[config.mk]
export PLATFORM = sky130hd
export DESIGN_NAME = rename_regfile_ckpt
export DESIGN_NICKNAME = d
export VERILOG_FILES = /design/src/rtl/rename_regfile_ckpt.sv
export SDC_FILE = /design/constraint.sdc
export NUM_CORES = 2
export LEC_CHECK = 0
export ABC_AREA = 0
export CORE_ASPECT_RATIO = 0.6
export CORE_UTILIZATION = 41
export CTS_CLUSTER_SIZE = 30
export DETAILED_ROUTE_END_ITERATION = 10
export PLACE_DENSITY_LB_ADDON = 0.1
export SYNTH_ARGS = -nofsm -noshare
export SYNTH_HDL_FRONTEND = slang
export SYNTH_SLANG_ARGS = --single-unit
[constraint.sdc]
create_clock -name clk -period 8.6 [get_ports clk]
set_input_delay 1.29 -clock clk [delete_from_list [all_inputs] [get_ports clk]]
set_output_delay 1.29 -clock clk [all_outputs]
set_load 0.005 [all_outputs]
[src/rtl/rename_regfile_ckpt.sv]
// rename_regfile_ckpt: register file with ROB rename tags and a circular queue of rename-state checkpoints
module rename_regfile_ckpt #(
  parameter int NUM_REGS = 32,
  parameter int REG_AW   = 5,
  parameter int DATA_W   = 32,
  parameter int TAG_W    = 4,
  parameter int NUM_READ = 2,
  parameter int NUM_CKPT = 4,
  parameter int CKPT_AW  = 2
) (
  input  logic                       clk,
  input  logic                       rst_n,
  input  logic                       rdy,
  input  logic                       flush,
  input  logic                       ren_valid,
  input  logic [REG_AW-1:0]          ren_reg,
  input  logic [TAG_W-1:0]           ren_tag,
  input  logic                       cmt_valid,
  input  logic [REG_AW-1:0]          cmt_reg,
  input  logic [TAG_W-1:0]           cmt_tag,
  input  logic [DATA_W-1:0]          cmt_val,
  input  logic [NUM_READ*REG_AW-1:0] rd_id,
  output logic [NUM_READ-1:0]        rd_has_dep,
  output logic [NUM_READ*TAG_W-1:0]  rd_dep,
  output logic [NUM_READ*DATA_W-1:0] rd_val,
  output logic [NUM_READ*TAG_W-1:0]  rob_qtag,
  input  logic [NUM_READ-1:0]        rob_qready,
  input  logic [NUM_READ*DATA_W-1:0] rob_qval,
  input  logic                       ckpt_take,
  output logic [CKPT_AW-1:0]         ckpt_id,
  output logic                       ckpt_full,
  output logic [CKPT_AW:0]           ckpt_count,
  input  logic                       ckpt_release,
  input  logic                       ckpt_restore,
  input  logic [CKPT_AW-1:0]         ckpt_restore_id
);
  logic [DATA_W-1:0]   regs [NUM_REGS];
  logic [NUM_REGS-1:0] busy;
  logic [TAG_W-1:0]    tags [NUM_REGS];
  logic [NUM_REGS-1:0] snap_busy [NUM_CKPT];
  logic [TAG_W-1:0]    snap_tag [NUM_CKPT][NUM_REGS];
  logic [CKPT_AW-1:0]  head, tail;
  logic [CKPT_AW:0]    count;
  logic [NUM_REGS-1:0] busy_nx;
  logic [TAG_W-1:0]    tags_nx [NUM_REGS];
  logic                ren_ok, cmt_ok, do_take, do_rel;
  assign ren_ok     = ren_valid && ren_reg != '0;
  assign cmt_ok     = cmt_valid && cmt_reg != '0;
  assign ckpt_full  = count == (CKPT_AW+1)'(NUM_CKPT);
  assign ckpt_count = count;
  assign ckpt_id    = tail;
  assign do_rel     = ckpt_release && count != '0;
  assign do_take    = ckpt_take && (!ckpt_full || do_rel);
  // Restore starts from the snapshot, normal cycles from live state; commit clear hits either, rename only the latter
  always_comb begin
    busy_nx = ckpt_restore ? snap_busy[ckpt_restore_id] : busy;
    tags_nx = ckpt_restore ? snap_tag[ckpt_restore_id] : tags;
    if (cmt_ok && busy_nx[cmt_reg] && tags_nx[cmt_reg] == cmt_tag) busy_nx[cmt_reg] = 1'b0;
    if (!ckpt_restore && ren_ok) begin
      busy_nx[ren_reg] = 1'b1;
      tags_nx[ren_reg] = ren_tag;
    end
  end
  always_ff @(posedge clk or negedge rst_n) begin
    if (!rst_n) begin
      busy  <= '0;
      head  <= '0;
      tail  <= '0;
      count <= '0;
      for (int r = 0; r < NUM_REGS; r++) begin
        regs[r] <= '0;
        tags[r] <= '0;
      end
      for (int k = 0; k < NUM_CKPT; k++) begin
        snap_busy[k] <= '0;
        for (int r = 0; r < NUM_REGS; r++) snap_tag[k][r] <= '0;
      end
    end else if (rdy) begin
      if (cmt_ok) regs[cmt_reg] <= cmt_val;
      if (flush) begin
        busy  <= '0;
        head  <= tail;
        count <= '0;
        for (int r = 0; r < NUM_REGS; r++) tags[r] <= '0;
      end else begin
        busy <= busy_nx;
        tags <= tags_nx;
        for (int k = 0; k < NUM_CKPT; k++)
          if (cmt_ok && snap_tag[k][cmt_reg] == cmt_tag) snap_busy[k][cmt_reg] <= 1'b0;
        if (ckpt_restore) begin
          tail  <= ckpt_restore_id;
          count <= {1'b0, ckpt_restore_id - head};
        end else begin
          if (do_take) begin
            snap_busy[tail] <= busy_nx;
            snap_tag[tail]  <= tags_nx;
            tail            <= tail + 1'b1;
          end
          if (do_rel) head <= head + 1'b1;
          count <= count + (CKPT_AW+1)'(do_take) - (CKPT_AW+1)'(do_rel);
        end
      end
    end
  end
  for (genvar i = 0; i < NUM_READ; i++) begin : g_rd
    logic [REG_AW-1:0] id;
    logic [TAG_W-1:0]  t;
    logic              b, fwd;
    assign id  = rd_id[i*REG_AW +: REG_AW];
    assign b   = id != '0 && busy[id];
    assign t   = b ? tags[id] : '0;
    assign fwd = b && cmt_valid && cmt_reg == id && cmt_tag == t;
    assign rd_dep[i*TAG_W +: TAG_W]   = t;
    assign rob_qtag[i*TAG_W +: TAG_W] = t;
    assign rd_has_dep[i]              = b && !fwd && !rob_qready[i];
    assign rd_val[i*DATA_W +: DATA_W] = !b ? regs[id] : fwd ? cmt_val :
                                        rob_qready[i] ? rob_qval[i*DATA_W +: DATA_W] : '0;
  end
endmodule

Yosys cells after proc, flatten, opt, wreduce, memory -nomap -nowiden
Cells that the tools add are included.

word-level totals
  logic and storage cells = 384
  output and inout port bits = 88
  register bits = 1831
  input port bits = 137

cells by class
  bitwise gates (word level) = 15
  order comparisons = 15
  equality and inequality tests = 11
  reduce and logical (&&, ||, !) cells = 47
  $add $sub $neg = 5
  multiplexer cells = 91

operators by type and width
  operator              count
  $bwmux W1024          1
  $mux W128             8
  $mux W32              30
  $bwmux W512           1
  $bmux W32 S5          2
  $bmux W128 S2         1
  $bwmux W128           2
  $demux W128 S2        1
  $and A32 B32 Y32      5
  $demux W32 S5         1
  $bmux W4 S5           7
  $mux W4               17
  $bmux W32 S2          1
  $demux W32 S2         1
  $not A32 Y32          1
  $or A32 B32 Y32       1
  $eq A4 B4 Y1          7
  $logic_and A1 B1 Y1   28
  $ge A6 B6 Y1 const B  4
  $lt A5 B6 Y1 const B  4
  $not A5 Y6            4
  $demux W4 S5          1
  $reduce_bool A5 Y1    4
  $bmux W1 S5           3
  other kinds (24)      49

Depth between registers and ports, before layout
  depth in word-level cells = 16
  mapped depth = 16
  mapped depth without buffers = 10

Least setup slack after synthesis
No wires, ideal clock.

  path type = input to output
  start point = input rd_id[5]
  end point = output rd_val[36]
  data required time = 7310 ps
  buffers on the path = 5
  arrival = 4359 ps
  setup slack = 2951 ps
  stages = 10
  cells stage by stage = buf_2 > buf_2 > buf_2 > buf_2 > buf_1 > mux4_2 > mux4_2 > mux2_2 > nand2_1 > o21ai_0

between the ends
  longest elaborated chain between the ends = 9
  elaborated cells on any way between the ends = 19
  those cells by class = 2 x eq/ne; 11 x mux; 1 x bitwise; 5 x reduce/logical

ends and longest elaborated chain
  what                                         RTL line  text
  start: declaration                           22        input logic [NUM_READ*REG_AW-1:0] rd_id,
  $not A5 Y6 (not written as such)             111, 116
  $bmux W4 S5                                  111       assign t = b ? tags[id] : '0;
  $mux W4 (not written as such) (2 in series)  111
  $mux W4                                      111
  $eq A4 B4 Y1                                 112       assign fwd = b && cmt_valid && cmt_reg == id && cmt_tag == t;
  $logic_and A1 B1 Y1                          112
  $mux W32                                     116       assign rd_val[i*DATA_W +: DATA_W] = !b ? regs[id] : fwd ? cmt_val :
  $mux W32 *                                   116
  end: declaration                             25        output logic [NUM_READ*DATA_W-1:0] rd_val,

Mark *: on every way between the ends. The rest lies on a longest branch, timed or not. The select of a mux whose other input is x is not followed.

Worst setup path in the final report
  start point = input rd_id[0]
  end point = output rd_val[26]

Same word-level chain as after synthesis.

==> flow_metrics.env <==
export IMPL_run_status="finished clean"
export IMPL_synth_compound_gate_area_share_pct=11.57
export IMPL_antenna_found_initial=23
export IMPL_n_fill_cell=21837
export IMPL_final_setup_viol_count=0
export IMPL_criticalPathCategory="input port to output pin"
export IMPL_fin_nets=7498
export IMPL_drtIter0Drc=10879
export IMPL_grt_pass1_vias=72965
export IMPL_grt_max_degree=173
export IMPL_die_x_um=644.7
export IMPL_synth_adder_area_share_pct=0.1059
export IMPL_ys_top_cells_by_area="dfrtp_1, mux4_2, mux2_2"
export IMPL_slew_headroom_pct=2.966
export IMPL_fin_crit_sh_pct=91.15
export IMPL_gp_congestion=0.9922
export IMPL_synthFlopType="dfrtp_1"
export IMPL_pwr_share_clk_pct=39.4
export IMPL_die_h_um=387.6
export IMPL_netlist_area_um2=101600
export IMPL_io_pins=225
export IMPL_insertion_delay_ns=0.88
export IMPL_cts_sinks=1826
export IMPL_grt_overflow=0
export IMPL_worst_slew_pin_slew_ns=1.447
export IMPL_root_buffer="clkbuf_16"
export IMPL_post_route_min_period_ns=7.839
export IMPL_routed_wl_mm=417.8
export IMPL_required_ns=7.31
export IMPL_worstPathArrival_ns=6.55
export IMPL_ant_nets=0
export IMPL_reg2reg_slack_ns=3.55
export IMPL_final_cell_mix="dfrtp_1, mux2_2, mux4_2"
export IMPL_postCtsResizedCells=0
export IMPL_area_delta_synth_final_pct=12.01
export IMPL_synth_top_family_by_area="multiplexers"
export IMPL_seqPwrFrac_pct=43.9
export IMPL_whs_ns=0.3169
export IMPL_viasPerCell=6.992
export IMPL_swShare_pct=27.73
export IMPL_startpoint_type="input port"
export IMPL_hold_buffers=0
export IMPL_die_area_um2=249900
export IMPL_synth_xor_area_share_pct=0.3448
export IMPL_core_area_um2=246300
export IMPL_rr_startpoint="snap_tag[200]"
export IMPL_combPwrFrac_pct=16.8
export IMPL_max_cap_viol_count=0
export IMPL_cp_max_fo=58
export IMPL_startpoint="rd_id[0]"
export IMPL_hold_viol_final=0
export IMPL_initial_core_util_pct=41.25
export IMPL_grt_total_usage_pct=33.12
export IMPL_num_rows=141
export IMPL_ys_seq_elements=1826
export IMPL_layout_commonest_cell="dfrtp_1"
export IMPL_cellPowerDensity_nw_per_um2=200.2
export IMPL_grt_pass1_wl_mm=591.1
export IMPL_cts_tree="done"
export IMPL_synth_simple_area_share_pct=3.847
export IMPL_synthMuxAreaShare_pct=35.65
export IMPL_synth_seq_area_share_pct=44.97
export IMPL_synth_top_area_share_pct=44.97
export IMPL_drive_gt1_share_pct=36.48
export IMPL_first_pass_iters=7
export IMPL_synth_cell_types=66
export IMPL_synth_edf_count=0
export IMPL_switchingPower_w=0.006317
export IMPL_max_freq_mhz=127.6
export IMPL_intPower_w=0.01647
export IMPL_tns_ns=0
export IMPL_leakagePower_nw=49.96
export IMPL_endpoint_kind="output pin"
export IMPL_syn_inst=7502
export IMPL_numPortBuffers=224
export IMPL_syn_num_nets=7647
export IMPL_postPlaceCellArea_um2=107200
export IMPL_numCtsBuffers=196
export IMPL_post_drt_wl_per_cell_um=38.68
export IMPL_finalMaxSlewViolations=0
export IMPL_path_clk_slew_ns=0.06
export IMPL_async_flop_share_pct=100.0
export IMPL_finalClockSkew_ns=0.05658
export IMPL_cts_path_max_buffers=4
export IMPL_h_tree_depth=4
export IMPL_synth_largest_area_cell="dfrtp_1"
export IMPL_postCtsSetupRepairBufs=0
export IMPL_hold_path_class="input port to async pin"
export IMPL_rsz0062_at_grt="false"
export IMPL_remaining_drc_errors=0
export IMPL_synth_avg_cell_area_um2=13.54
export IMPL_max_vdd_ir_drop_mv=0.1420
export IMPL_vias=75509
export IMPL_hpwl_mm=258.4
export IMPL_yosys_warnings=0
export IMPL_design_area_um2=113800
stage by stage:
step                      std cells  util (%)  power, W  setup WS, ns
after CTS                     10789     46.20   0.02284        0.9779
after global routing          10794     46.20   0.02355        0.6952
after floorplan                7502         -   0.01241         2.951
after detailed placement      10444     43.54   0.01390        0.9765
after global placement        10444     43.54   0.01381         1.103
final                         10800     46.21   0.02278        0.7611
state kept, by name, summed over array words and instances, names as in the netlist:
| register | count |
|---|---|
| regs | 1024 |
| ckpt_count | 3 |
| ckpt_id | 2 |
| tags | 128 |
| busy | 31 |
| snap_tag | 512 |
| head | 2 |
| snap_busy | 124 |
kinds of logic after synthesis:
kind of cell / count (synthesis)
xor gates and xnor gates: 40
AOI/OAI and AO/OA: 1609
adders and majority gates: 8
and+or+nand+nor: 877
DFF: 1826
buffers and inverters: 862
muxes: 2280
final timing paths:
path | endpoint | depth (start not counted)
setup / recovery | rd_val[26] | 10
hold / removal | regs[419] | 1
setup reg to reg | busy[27] | 10
hold reg to reg | regs[1014] | 0
max in group asynchronous | snap_tag[491] | 3
min in group clk | regs[1014] | 0
power by group through the flow:
stage                     sequential (W)  combinational (W)  clock [W]
after floorplan                  0.00990            0.00251          0
after global placement            0.0101            0.00373          0
after detailed placement          0.0101            0.00378          0
after CTS                        0.00997            0.00379    0.00908
after global routing              0.0101            0.00403    0.00942
final                             0.0100            0.00382    0.00897
critical path: stages:
cell and delay, ns:
buf_8 0.35, buf_4 0.56, mux4_2 0.58, mux4_2 0.47, mux2i_1 0.48, xnor2_1 0.15
nor4_1 0.64, nand3_4 0.79, o311a_1 0.60, clkdlybuf4s50_1 0.47
final cells by class:
type	count	area [um2]	area share (%)
multi-input combinational	4814	52760	46.36
sequential	1826	45690	40.15
clock buffer	280	5756	5.058
timing repair buffer	486	4553	4.001
tap	3289	4115	3.616
clock inverter	65	782.0	0.6872
inverter	29	113.9	0.1001
antenna	11	27.53	0.02419
routing by layer:
layer,up-vias,GRT usage [%],wire [um]
li1,29082,-,-
met1,40821,50.11,184500
met2,4796,42.69,162700
met3,791,13.88,56750
met4,19,9.027,13300
met5,-,0.9153,446
Yosys cell counts (12+ instances only):
master and count:
a211oi_1 108, a21boi_0 91, a21o_1 137, a21oi_1 104
a221oi_1 42, a22o_1 440, a22oi_1 66, a31oi_1 132
a41oi_1 21, and2_1 49, buf_1 118, buf_2 65
buf_4 18, buf_6 16, clkbuf_1 610, dfrtp_1 1826
inv_1 27, mux2_2 1122, mux2i_1 199, mux4_2 959
nand2_1 365, nand2b_1 17, nand3_1 42, nand4_1 19
nor2_1 259, nor2b_1 64, nor3_1 14, nor4_1 12
o211ai_1 98, o21ai_0 225, o22ai_1 72, o311a_1 25
xnor2_1 23, xor2_1 17
No activity file was read; power rests on OpenSTA's default activity.
